`src/rtl/array_initializer_mb.sv`:
```
// array_initializer_mb: sweeps INIT_VALUE across all rows of NUM_BANKS arrays after reset, then services range flushes
module array_initializer_mb #(
    parameter int ADDR_WIDTH = 6,
    parameter int ROW_WIDTH = 8,
    parameter int NUM_BLOCKS = 4,
    parameter int NUM_BANKS = 2,
    parameter logic [ROW_WIDTH-1:0] INIT_VALUE = '0
) (
    input  logic                  clk,
    input  logic                  arst,
    input  logic                  i_halt,
    input  logic                  i_flush_req,
    input  logic [ADDR_WIDTH-1:0] i_flush_start,
    input  logic [ADDR_WIDTH-1:0] i_flush_end,
    input  logic [NUM_BANKS-1:0]  i_flush_bank_mask,
    input  logic                  i_mem_ready,
    output logic [ADDR_WIDTH-1:0] o_addr,
    output logic [ROW_WIDTH-1:0]  o_data,
    output logic [NUM_BANKS-1:0]  o_wen,
    output logic [NUM_BLOCKS-1:0] o_wmask,
    output logic                  o_valid,
    output logic                  o_flush_ack,
    output logic                  o_busy,
    output logic                  o_init_complete,
    output logic                  o_ready
);
    typedef enum logic [1:0] {UNINIT = 2'd0, BUSY = 2'd1, READY = 2'd2} state_t;
    localparam logic [ADDR_WIDTH-1:0] ADDR_ONE = ADDR_WIDTH'(1);
    state_t state, state_n;
    logic [ADDR_WIDTH-1:0] range_end, range_end_n, addr_n;
    logic [ROW_WIDTH-1:0] data_n;
    logic [NUM_BANKS-1:0] wen_n;
    logic [NUM_BLOCKS-1:0] wmask_n;
    logic valid_n, ack_n, accept, flush_go;
    assign accept = o_valid & i_mem_ready & ~i_halt;
    assign flush_go = (state == READY) & i_flush_req & (|i_flush_bank_mask) & ~i_halt;
    assign o_busy = state == BUSY;
    assign o_init_complete = state == READY;
    assign o_ready = o_init_complete & ~i_halt;
    always_comb begin
        state_n = state;
        range_end_n = range_end;
        addr_n = o_addr;
        data_n = o_data;
        wen_n = o_wen;
        wmask_n = o_wmask;
        valid_n = o_valid;
        ack_n = i_halt ? o_flush_ack : flush_go;
        if (!i_halt) begin
            case (state)
                UNINIT: begin
                    state_n = BUSY;
                    range_end_n = '1;
                    addr_n = '0;
                    data_n = INIT_VALUE;
                    wen_n = '1;
                    wmask_n = '1;
                    valid_n = 1'b1;
                end
                BUSY: if (accept) begin
                    addr_n = (o_addr == range_end) ? '0 : o_addr + ADDR_ONE;
                    if (o_addr == range_end) begin
                        state_n = READY;
                        data_n = '0;
                        wen_n = '0;
                        wmask_n = '0;
                        valid_n = 1'b0;
                    end
                end
                READY: if (flush_go) begin
                    state_n = BUSY;
                    range_end_n = i_flush_end;
                    addr_n = i_flush_start;
                    data_n = INIT_VALUE;
                    wen_n = i_flush_bank_mask;
                    wmask_n = '1;
                    valid_n = 1'b1;
                end
                default: begin
                    state_n = UNINIT;
                    range_end_n = '0;
                    addr_n = '0;
                    data_n = '0;
                    wen_n = '0;
                    wmask_n = '0;
                    valid_n = 1'b0;
                end
            endcase
        end
    end
    always_ff @(posedge clk or posedge arst) begin
        if (arst) begin
            state <= UNINIT;
            range_end <= '0;
            o_addr <= '0;
            o_data <= '0;
            o_wen <= '0;
            o_wmask <= '0;
            o_valid <= 1'b0;
            o_flush_ack <= 1'b0;
        end else begin
            state <= state_n;
            range_end <= range_end_n;
            o_addr <= addr_n;
            o_data <= data_n;
            o_wen <= wen_n;
            o_wmask <= wmask_n;
            o_valid <= valid_n;
            o_flush_ack <= ack_n;
        end
    end
endmodule

```
`config.mk`:
```
export PLATFORM = sky130hd
export DESIGN_NAME = array_initializer_mb
export DESIGN_NICKNAME = d
export VERILOG_FILES = /design/src/rtl/array_initializer_mb.sv
export SDC_FILE = /design/constraint.sdc
export NUM_CORES = 1
export LEC_CHECK = 0
export ABC_AREA = 1
export BUFFER_PORTS_ARGS = -buffer_cell sky130_fd_sc_hd__buf_4
export CORE_ASPECT_RATIO = 1.1
export CORE_MARGIN = 2
export CORE_UTILIZATION = 45
export DETAILED_ROUTE_END_ITERATION = 8
export PLACE_DENSITY_LB_ADDON = 0.15
export SLEW_MARGIN = 10
export SYNTH_ARGS = -nofsm -noshare
export SYNTH_HDL_FRONTEND = slang
export SYNTH_SLANG_ARGS = --single-unit
```
`constraint.sdc`:
```
create_clock -name clk -period 1.5 [get_ports clk]
set_input_delay 0.075 -clock clk [delete_from_list [all_inputs] [get_ports clk]]
set_output_delay 0.075 -clock clk [all_outputs]
set_load 0.05 [all_outputs]
```
==> impl_metrics.csv, run 1 <==
group,metric,value,unit
yosys,synthesis.area,1300,µm²
critical_path,crit_path_max_fanout,6,
final_layout,final_util,64.5,%
clocking,insertion_delay,0.30,ns
final_layout,drive_above_1_share,32.8,%
detailed_routing,post_drt_wl_per_cell,11.8,µm
critical_path,arrival,1.69,ns
yosys,ys_ff_latch,18,
final_layout,multi_input_area,739,µm²
final_layout,diodes,0,
clocking,tritoncts.num_buffers,3,
timing,drv_slew,0,
clocking,cts-root-buf,"clkbuf_4",
critical_path,slowest_stage,"dfrtp_1",
critical_path,critPathMaxStageDelay,0.41,ns
power_and_ir_drop,clock_power_share,8.1,%
power_and_ir_drop,power.share.sequential,23.5,%
floorplan,core_area,2750,µm²
critical_path,timing.critical_path.from_type,"register",
detailed_routing,drtPass1Iterations,4,
timing,hold_violations,0,
detailed_routing,ant_nets,0,
global_route,antenna_found_initial,0,
clocking,clkTransAtPathRegs,0.11,ns
floorplan,die_h,60.3,µm
clocking,clkSinkCount,18,
final_layout,nFillCells,265,
final_layout,syn2layout_area_growth,36.8,%
detailed_routing,vias,1291,
floorplan,die_w,55.2,µm
yosys,yosysUniqueCellTypes,23,
timing,rsz0062_at_grt,"yes",
power_and_ir_drop,p_per_area,2170,nW/µm²
power_and_ir_drop,swShare,53.9,%
detailed_routing,wl,3120,µm
critical_path,path_cells,"inv_2, ha_4, inv_4, a21oi_2, nand3_2, nand2_4, buf_12, nand3b_4, nand2_1, o21ai_2",
power_and_ir_drop,p_leak,0.00101,µW
final_layout,finalNetCount,257,
critical_path,critPathRequiredTime,1.70,ns
global_route,globalRouteOverflowTotal,0,
flow_run,maxCapViolCount,0,
floorplan,dieArea,3330,µm²
global_route,grt.total_usage,19.7,%
detailed_routing,route.detailed.drc,0,
yosys,avgSynthCellArea,6.98,µm²
place,pre_cts_ws,-0.0215,ns
floorplan,initial_core_util,47.2,%
floorplan,io_pins,44,
final_layout,seq_area,454,µm²
clocking,cts_tree,"built",
power_and_ir_drop,vdd_drop_max,1.42,mV
timing,fin_ws,0.00429,ns
floorplan,rows,20,
timing,finalSetupTns,0,ns
place,io_buffers,35,
yosys,netlist_instances,186,
timing,fin_worst_skew,0.00546,ns
detailed_routing,dr.first_iter.drc_count,42,
power_and_ir_drop,p_int,1780,µW
critical_path,end_kind,"register",
yosys,yosysSeqAreaShare,34.7,%
place,routabilityCongestion,0.862,
timing,fin_crit_sh,99.7,%
global_route,grt_pass1_vias,1223,
global_route,grt_max_degree,14,
yosys,yosysWarnings,0,
outcome,outcome,"finished clean",
power_and_ir_drop,p_sw,2080,µW
place,dpl.hpwl,2360,µm
clocking,clockBufferDepth,2,
hold_path,hold_class,"input port to register",
global_route,grt_pass1_wl,5180,µm
clocking,h-tree-depth,1,
timing,max_freq,669,MHz
timing,setup_viol,0,
power_and_ir_drop,combPwrFrac,68.4,%
critical_path,path_class,"register to register",
detailed_routing,viasPerCell,4.87,
timing,layout_min_cycle_time,1.50,ns
power groups by stage:
stage / clock network [µW] / logic, µW / registers [µW]
after floorplan: 0 / 1600 / 1210
after global placement: 0 / 2390 / 910
after detailed placement: 0 / 2440 / 914
after CTS: 318 / 2530 / 906
after global routing: 340 / 2870 / 944
final: 312 / 2640 / 907
through the flow:
| step | power [µW] | cell area, µm² | instances | hold slack, ns |
|---|---|---|---|---|
| floorplan | 2810 | 1370 | 193 | 0.0134 |
| global placement | 3300 | 1610 | 252 | 0.103 |
| detailed placement | 3360 | 1610 | 252 | 0.106 |
| CTS | 3750 | 1710 | 260 | 0.0469 |
| global route | 4160 | 1780 | 265 | 0.0510 |
| finish | 3860 | 1780 | 265 | 0.0570 |
routing by layer:
metal,track usage [%],vias up,share of wire [%]
met5,0,-,0
met4,9.76,0,2.8
met3,2.77,9,3.9
met2,36.9,34,53
met1,22.4,604,40
li1,-,644,-
cells in the final DEF (no fill, tap or decap):
master          n
clkbuf_4        3
nand2_8         1
a21oi_1         7
nand4_1         1
nor2_1          4
nand2_2         1
buf_4          45
inv_6           1
buf_12          1
dfrtp_2         3
inv_1          23
o21ai_2         6
ha_4            2
ha_1            3
inv_2           1
nand3_1        14
dfrtp_1        15
dlygate4sd3_1   2
inv_4           1
nand3_2         2
clkbuf_8        1
nor2_4          1
a21oi_2         1
xor2_1          3
buf_6           2
nand2_4         2
o21ai_0         2
conb_1          8
nand3b_4        2
nand2_1        74
flip-flops by register name, indices dropped and copies added (netlist names):
name	cells
o_addr	6
o_flush_ack	1
o_wen	2
o_wmask	1
range_end	6
state	2
final timing paths:
check	start	cells after the start	to	slack, ns
max	state[0]	10	range_end[3]	0.004
min	i_flush_end[1]	3	range_end[1]	0.06
max reg2reg	state[0]	10	range_end[3]	0.004
min reg2reg	o_wen[1]	2	o_wen[1]	0.49
max in group asynchronous	arst	4	range_end[4]	0.68
min in group asynchronous	arst	3	o_flush_ack	0.33
final cells by class:
class | count | share of cell area [%]
Sequential cell | 18 | 25.6
Multi-Input combinational cell | 134 | 41.6
Tap cell | 33 | 2.32
Clock buffer | 4 | 2.04
Timing Repair Buffer | 50 | 22.5
Inverter | 26 | 5.92
worst max-delay path, delay by kind of cell (launching register included):
family                   cells  cell delay, ns
flip-flops                   1            0.41
buffers and inverters        3            0.26
AO/OA/AOI/OAI                2            0.16
adder cells (fa/ha/maj)      1            0.16
AND/OR/NAND/NOR              4            0.43
synthesized netlist by cell type (all sizes together):
master	count	share of area [%]
nor2	5	2.0
inv	26	7.5
conb	1	0.29
nand4	1	0.48
xor2	3	2.0
o21ai	8	4.8
ha	5	4.8
nand3	16	6.6
buf	15	8.6
a21oi	8	3.4
dfrtp	18	35
nand2	78	24
clkbuf	1	0.29
nand3b	1	0.87
logic make-up after synthesis:
kind of cell | share of synthesized area [%]
and+or+nand+nor | 33.6
buffers and inverters | 16.4
DFF | 34.7
AOI/OAI and AO/OA | 8.19
adders and majority gates | 4.82
xor gates and xnor gates | 2.02
other | 0.289
timing repair:
action                                 4_1_cts  5_1_grt
gates cloned                                 0        1
pin swaps                                    3        4
setup endpoints to repair                   13       19
resized for setup                            6        2
buffers inserted                             2        4
hold buffers                                 2        0
endpoints found under the hold margin       11        0
Note: power is estimated with default switching activity, not from simulation.
==> run 2, diff against run 1 <==
SETUP_SLACK_MARGIN = 0.2   (was unset)
==> run 2 against run 1 <==
Against the previous run: non-clock buffer count grew 2; combinational power is 7% higher; sequential share of layout area down 0.60 points; setup slack better by 0.012 ns; clock power about the same; power grew 4.6%; largest power group unchanged; critical endpoint is now state[0]; die area unchanged; sequential cell count did not move.
==> impl_metrics.csv, run 2 (synthesized netlist as in run 1, its figures left out) <==
group,metric,value,unit
clocking,h-tree-depth,1,
critical_path,r2r_start,"state[0]",
critical_path,critPathMaxStageDelay,0.41,ns
power_and_ir_drop,clock_power_share,7.8,%
timing,hold_violations,0,
final_layout,finalNetCount,258,
floorplan,die_w,55.2,µm
global_route,globalRouteOverflowTotal,0,
critical_path,crit_path_max_fanout,6,
timing,fin_worst_skew,0.00900,ns
hold_path,hold_class,"input port to register",
timing,fin_crit_sh,98.9,%
power_and_ir_drop,p_per_area,2210,nW/µm²
final_layout,syn2layout_area_growth,40.5,%
global_route,grt_max_degree,14,
clocking,clockBufferDepth,2,
detailed_routing,drtPass1Iterations,7,
floorplan,core_area,2750,µm²
outcome,outcome,"finished clean",
critical_path,slowest_stage,"dfrtp_1",
global_route,grt.total_usage,20.4,%
clocking,insertion_delay,0.30,ns
power_and_ir_drop,vdd_drop_max,1.55,mV
power_and_ir_drop,power.share.sequential,22.4,%
global_route,antenna_found_initial,0,
place,pre_cts_ws,-0.0215,ns
clocking,cts_tree,"built",
critical_path,path_cells,"inv_2, ha_4, inv_4, a21oi_2, nand3_2, nand2_4, nand2_8, inv_8, nand2_8, nand2_2, nand2_2",
final_layout,fin_cells,266,
critical_path,critPathRequiredTime,1.69,ns
detailed_routing,wl,3300,µm
timing,fin_ws,0.0158,ns
final_layout,final_cell_mix,"nand2_1, buf_4, inv_1",
timing,setup_viol,0,
timing,max_freq,674,MHz
place,dpl.hpwl,2360,µm
place,routabilityCongestion,0.862,
detailed_routing,dr.first_iter.drc_count,40,
detailed_routing,post_drt_wl_per_cell,12.4,µm
place,dp.cells,252,
detailed_routing,vias,1274,
floorplan,rows,20,
hold_path,hold_path_end,"o_flush_ack",
global_route,grt_pass1_wl,5340,µm
critical_path,path_class,"register to register",
detailed_routing,route.detailed.drc,0,
critical_path,reg2reg_depth,11,
critical_path,timing.critical_path.from_type,"register",
critical_path,r2r_end,"state[0]",
timing,layout_min_cycle_time,1.48,ns
floorplan,initial_core_util,47.2,%
detailed_routing,ant_nets,0,
floorplan,dieArea,3330,µm²
flow_run,maxCapViolCount,0,
hold_path,min_from,"i_halt",
clocking,cts-root-buf,"clkbuf_4",
timing,rsz0062_at_grt,"yes",
power_and_ir_drop,p_sw,2170,µW
final_layout,nFillCells,258,
clocking,clkTransAtPathRegs,0.12,ns
final_layout,reg_top3,"o_addr (6), range_end (6)",
floorplan,die_h,60.3,µm
timing,drv_slew,0,
floorplan,io_pins,44,
clocking,tritoncts.num_buffers,3,
power_and_ir_drop,swShare,53.7,%
timing,finalSetupTns,0,ns
critical_path,arrival,1.68,ns
critical_path,end_kind,"register",
final_layout,drive_above_1_share,36.9,%
global_route,grt_pass1_vias,1255,
hold_path,holdPathStages,3,
final_layout,diodes,0,
power_and_ir_drop,p_leak,0.00102,µW
power_and_ir_drop,combPwrFrac,69.9,%
place,io_buffers,35,
clocking,clkSinkCount,18,
detailed_routing,viasPerCell,4.79,
final_layout,layout_commonest_cell,"nand2_1",
power_and_ir_drop,p_int,1870,µW
critical_path,r2r_setup_slack,0.02,ns
[run 2: worst max-delay path by stage]
stage / from / endpoint / slack, ns / cells past startpoint
final: state[0] / state[0] / 0.02 / 11
after global routing: state[0] / o_addr[2] / -0.11 / 10
after CTS: state[0] / range_end[2] / 0.01 / 9
after detailed placement: state[0] / state[0] / -0.02 / 11
after global placement: state[0] / o_wen[1] / 0.05 / 11
after floorplan: state[0] / range_end[0] / -0.11 / 10
[run 2: layer usage]
metal | share of wire, % | up-vias | wire (µm) | GRT usage (%)
met5 | 0 | - | 0 | 0
met4 | 1.2 | 0 | 40 | 9.06
met3 | 4.1 | 6 | 134 | 2.77
met2 | 56 | 38 | 1860 | 40.3
met1 | 38 | 589 | 1270 | 22.1
li1 | - | 641 | - | -
[run 2: power groups by stage]
stage	clock network, µW	logic [µW]	registers (µW)
floorplan	0	1600	1210
global placement	0	2390	910
detailed placement	0	2440	914
CTS	318	2600	908
global route	339	3050	939
finish	313	2820	902
[run 2: repair_timing]
item,in CTS,in global routing
gates resized for setup,12,11
pin swaps,7,10
endpoints found under the setup margin,20,20
hold endpoints to repair,10,0
buffers inserted,5,4
hold buffers,1,0
[run 2: layout make-up]
cell class	count	area [µm²]	area share, %
Sequential cell	18	455	25.0
Clock buffer	4	36.3	1.99
Tap cell	33	41.3	2.26
Timing Repair Buffer	52	428	23.5
Inverter	26	108	5.90
Multi-Input combinational cell	133	756	41.4
[run 2: worst max-delay path, delay by kind of cell (launching register included)]
| family | cells | cell delay [ns] |
|---|---|---|
| fa+ha+maj | 1 | 0.16 |
| compound gates | 1 | 0.11 |
| flops | 1 | 0.41 |
| buf+inv | 3 | 0.20 |
| simple gates | 6 | 0.50 |
[run 2: metrics by stage]
stage	utilization, %	power (µW)	cell area [µm²]	hold WS (ns)
after detailed placement	58.6	3360	1610	0.106
final	66.3	4030	1820	0.0166
after CTS	63.3	3820	1740	0.0108
after global routing	66.3	4330	1820	0.0249
after floorplan	-	2810	1370	0.0134
after global placement	58.6	3300	1610	0.103
==> run 3, diff against run 2 <==
CELL_PAD_IN_SITES_DETAIL_PLACEMENT = 0   (was unset)
CELL_PAD_IN_SITES_GLOBAL_PLACEMENT = 1   (was unset)
CORE_UTILIZATION = 31   (was 45)
==> run 3 against run 2 <==
Against the previous run: final area rose by 0.62%; core utilization fell by 20 points; sequential cell count is the same; die area up 42%; clock skew fell by 0.0061 ns; critical path depth did not move; count of clock-buffer cells in the layout unchanged; non-clock buffer count rose by 2.
==> impl_metrics.csv, run 3 (synthesized netlist as in run 1, its figures left out) <==
group,metric,value,unit
final_layout,finalNetCount,260,
final_layout,final_cell_area,1840,µm²
global_route,grt.total_usage,15.5,%
final_layout,final_util,46.0,%
global_route,grt_pass1_vias,1259,
floorplan,dieArea,4720,µm²
final_layout,multi_input_area,736,µm²
final_layout,layout_commonest_cell,"nand2_1",
global_route,grt_pass1_wl,5650,µm
clocking,tritoncts.num_buffers,3,
clocking,cts_tree,"built",
detailed_routing,vias,1250,
critical_path,critPathRequiredTime,1.64,ns
power_and_ir_drop,p_leak,0.00103,µW
place,dp.cells,273,
floorplan,initial_core_util,32.5,%
final_layout,seq_area,455,µm²
critical_path,end_kind,"register",
final_layout,fin_cells,287,
clocking,cts-root-buf,"clkbuf_8",
place,io_buffers,35,
global_route,grt_max_degree,19,
final_layout,reg_top3,"o_addr (6), range_end (6)",
detailed_routing,viasPerCell,4.36,
clocking,h-tree-depth,1,
final_layout,drive_above_1_share,36.2,%
floorplan,core_area,3990,µm²
timing,fin_crit_sh,97.2,%
clocking,insertion_delay,0.25,ns
clocking,clockBufferDepth,2,
timing,drv_slew,0,
floorplan,rows,24,
detailed_routing,wl,3340,µm
timing,rsz0062_at_grt,"yes",
global_route,globalRouteOverflowTotal,0,
timing,setup_viol,0,
floorplan,die_w,65.7,µm
critical_path,path_class,"register to register",
timing,layout_min_cycle_time,1.46,ns
power_and_ir_drop,vdd_drop_max,0.989,mV
final_layout,nFillCells,436,
hold_path,hold_class,"input port to register",
global_route,antenna_found_initial,0,
clocking,clkSinkCount,18,
detailed_routing,post_drt_wl_per_cell,11.6,µm
final_layout,syn2layout_area_growth,41.3,%
place,dpl.hpwl,2580,µm
place,routabilityCongestion,0.775,
place,place_area,1650,µm²
floorplan,io_pins,44,
power_and_ir_drop,p_per_area,2190,nW/µm²
flow_run,maxCapViolCount,0,
timing,fin_ws,0.0421,ns
detailed_routing,drtPass1Iterations,4,
critical_path,arrival,1.60,ns
place,pre_cts_ws,-0.00211,ns
timing,max_freq,686,MHz
final_layout,final_cell_mix,"nand2_1, buf_4, inv_1",
critical_path,crit_path_max_fanout,6,
detailed_routing,route.detailed.drc,0,
critical_path,timing.critical_path.from_type,"register",
timing,fin_worst_skew,0.00287,ns
detailed_routing,ant_nets,0,
clocking,clkTransAtPathRegs,0.07,ns
timing,hold_violations,0,
detailed_routing,dr.first_iter.drc_count,55,
floorplan,die_h,71.9,µm
final_layout,diodes,0,
critical_path,r2r_setup_slack,0.04,ns
power_and_ir_drop,report.power.total,4030,µW
outcome,outcome,"finished clean",
-- run 3: changes by cell type in the layout (fill, tap and decap cells not counted), sizes merged --
cell	before	now
buf	51	53
-- run 3: power by group --
part	switching, µW	leakage [µW]	internal (µW)
Clock	159	0.0000228	188
Combinational	1760	0.000780	1010
Sequential	206	0.000225	697
-- run 3: worst paths after layout --
check,from,end,cells after the start
setup / recovery,state[0],state[0],11
hold / removal,i_halt,o_flush_ack,3
setup reg to reg,state[0],state[0],11
hold reg to reg,o_wen[0],o_wen[0],2
max in group asynchronous,arst,o_addr[5],4
min in group asynchronous,arst,state[0],4
-- run 3: final cells by class --
type	instances	area share, %
Clock buffer	4	2.45
Inverter	26	5.59
Multi-Input combinational cell	133	40.1
Sequential cell	18	24.8
Tap cell	52	3.54
Timing Repair Buffer	54	23.5
-- run 3: metal layers --
| metal | wire length, µm | part of all wire, % | global-route usage (%) | vias to the layer above |
|---|---|---|---|---|
| li1 | - | - | - | 647 |
| met1 | 1350 | 40 | 17.8 | 581 |
| met2 | 1870 | 56 | 29.6 | 20 |
| met3 | 108 | 3.2 | 2.04 | 2 |
| met4 | 17 | 0.51 | 4.17 | 0 |
| met5 | 0 | 0 | 0 | - |
-- run 3: timing repair --
action	in CTS	in global routing
hold buffers	1	0
setup endpoints to repair	20	20
endpoints found under the hold margin	18	0
resized for setup	8	6
cloned	0	0
buffers inserted	4	5
pin swaps	4	4
-- run 3: metrics by stage --
stage | TNS (ns) | hold slack [ns]
after floorplan | -1.41 | 0.0134
after global placement | 0 | 0.116
after detailed placement | -0.00413 | 0.126
after CTS | 0 | 0.0627
after global routing | -0.415 | 0.0692
final | 0 | 0.0644
-- run 3: worst max-delay path, cell delays in order, from the launching register on --
cell     delay (ns)
dfrtp_1        0.39
inv_2          0.08
ha_4           0.16
inv_4          0.03
a21oi_2        0.11
nand3_2        0.10
nand2_4        0.11
nand2_4        0.08
inv_4          0.09
nand2_4        0.07
nand2_1        0.06
nand2_1        0.05
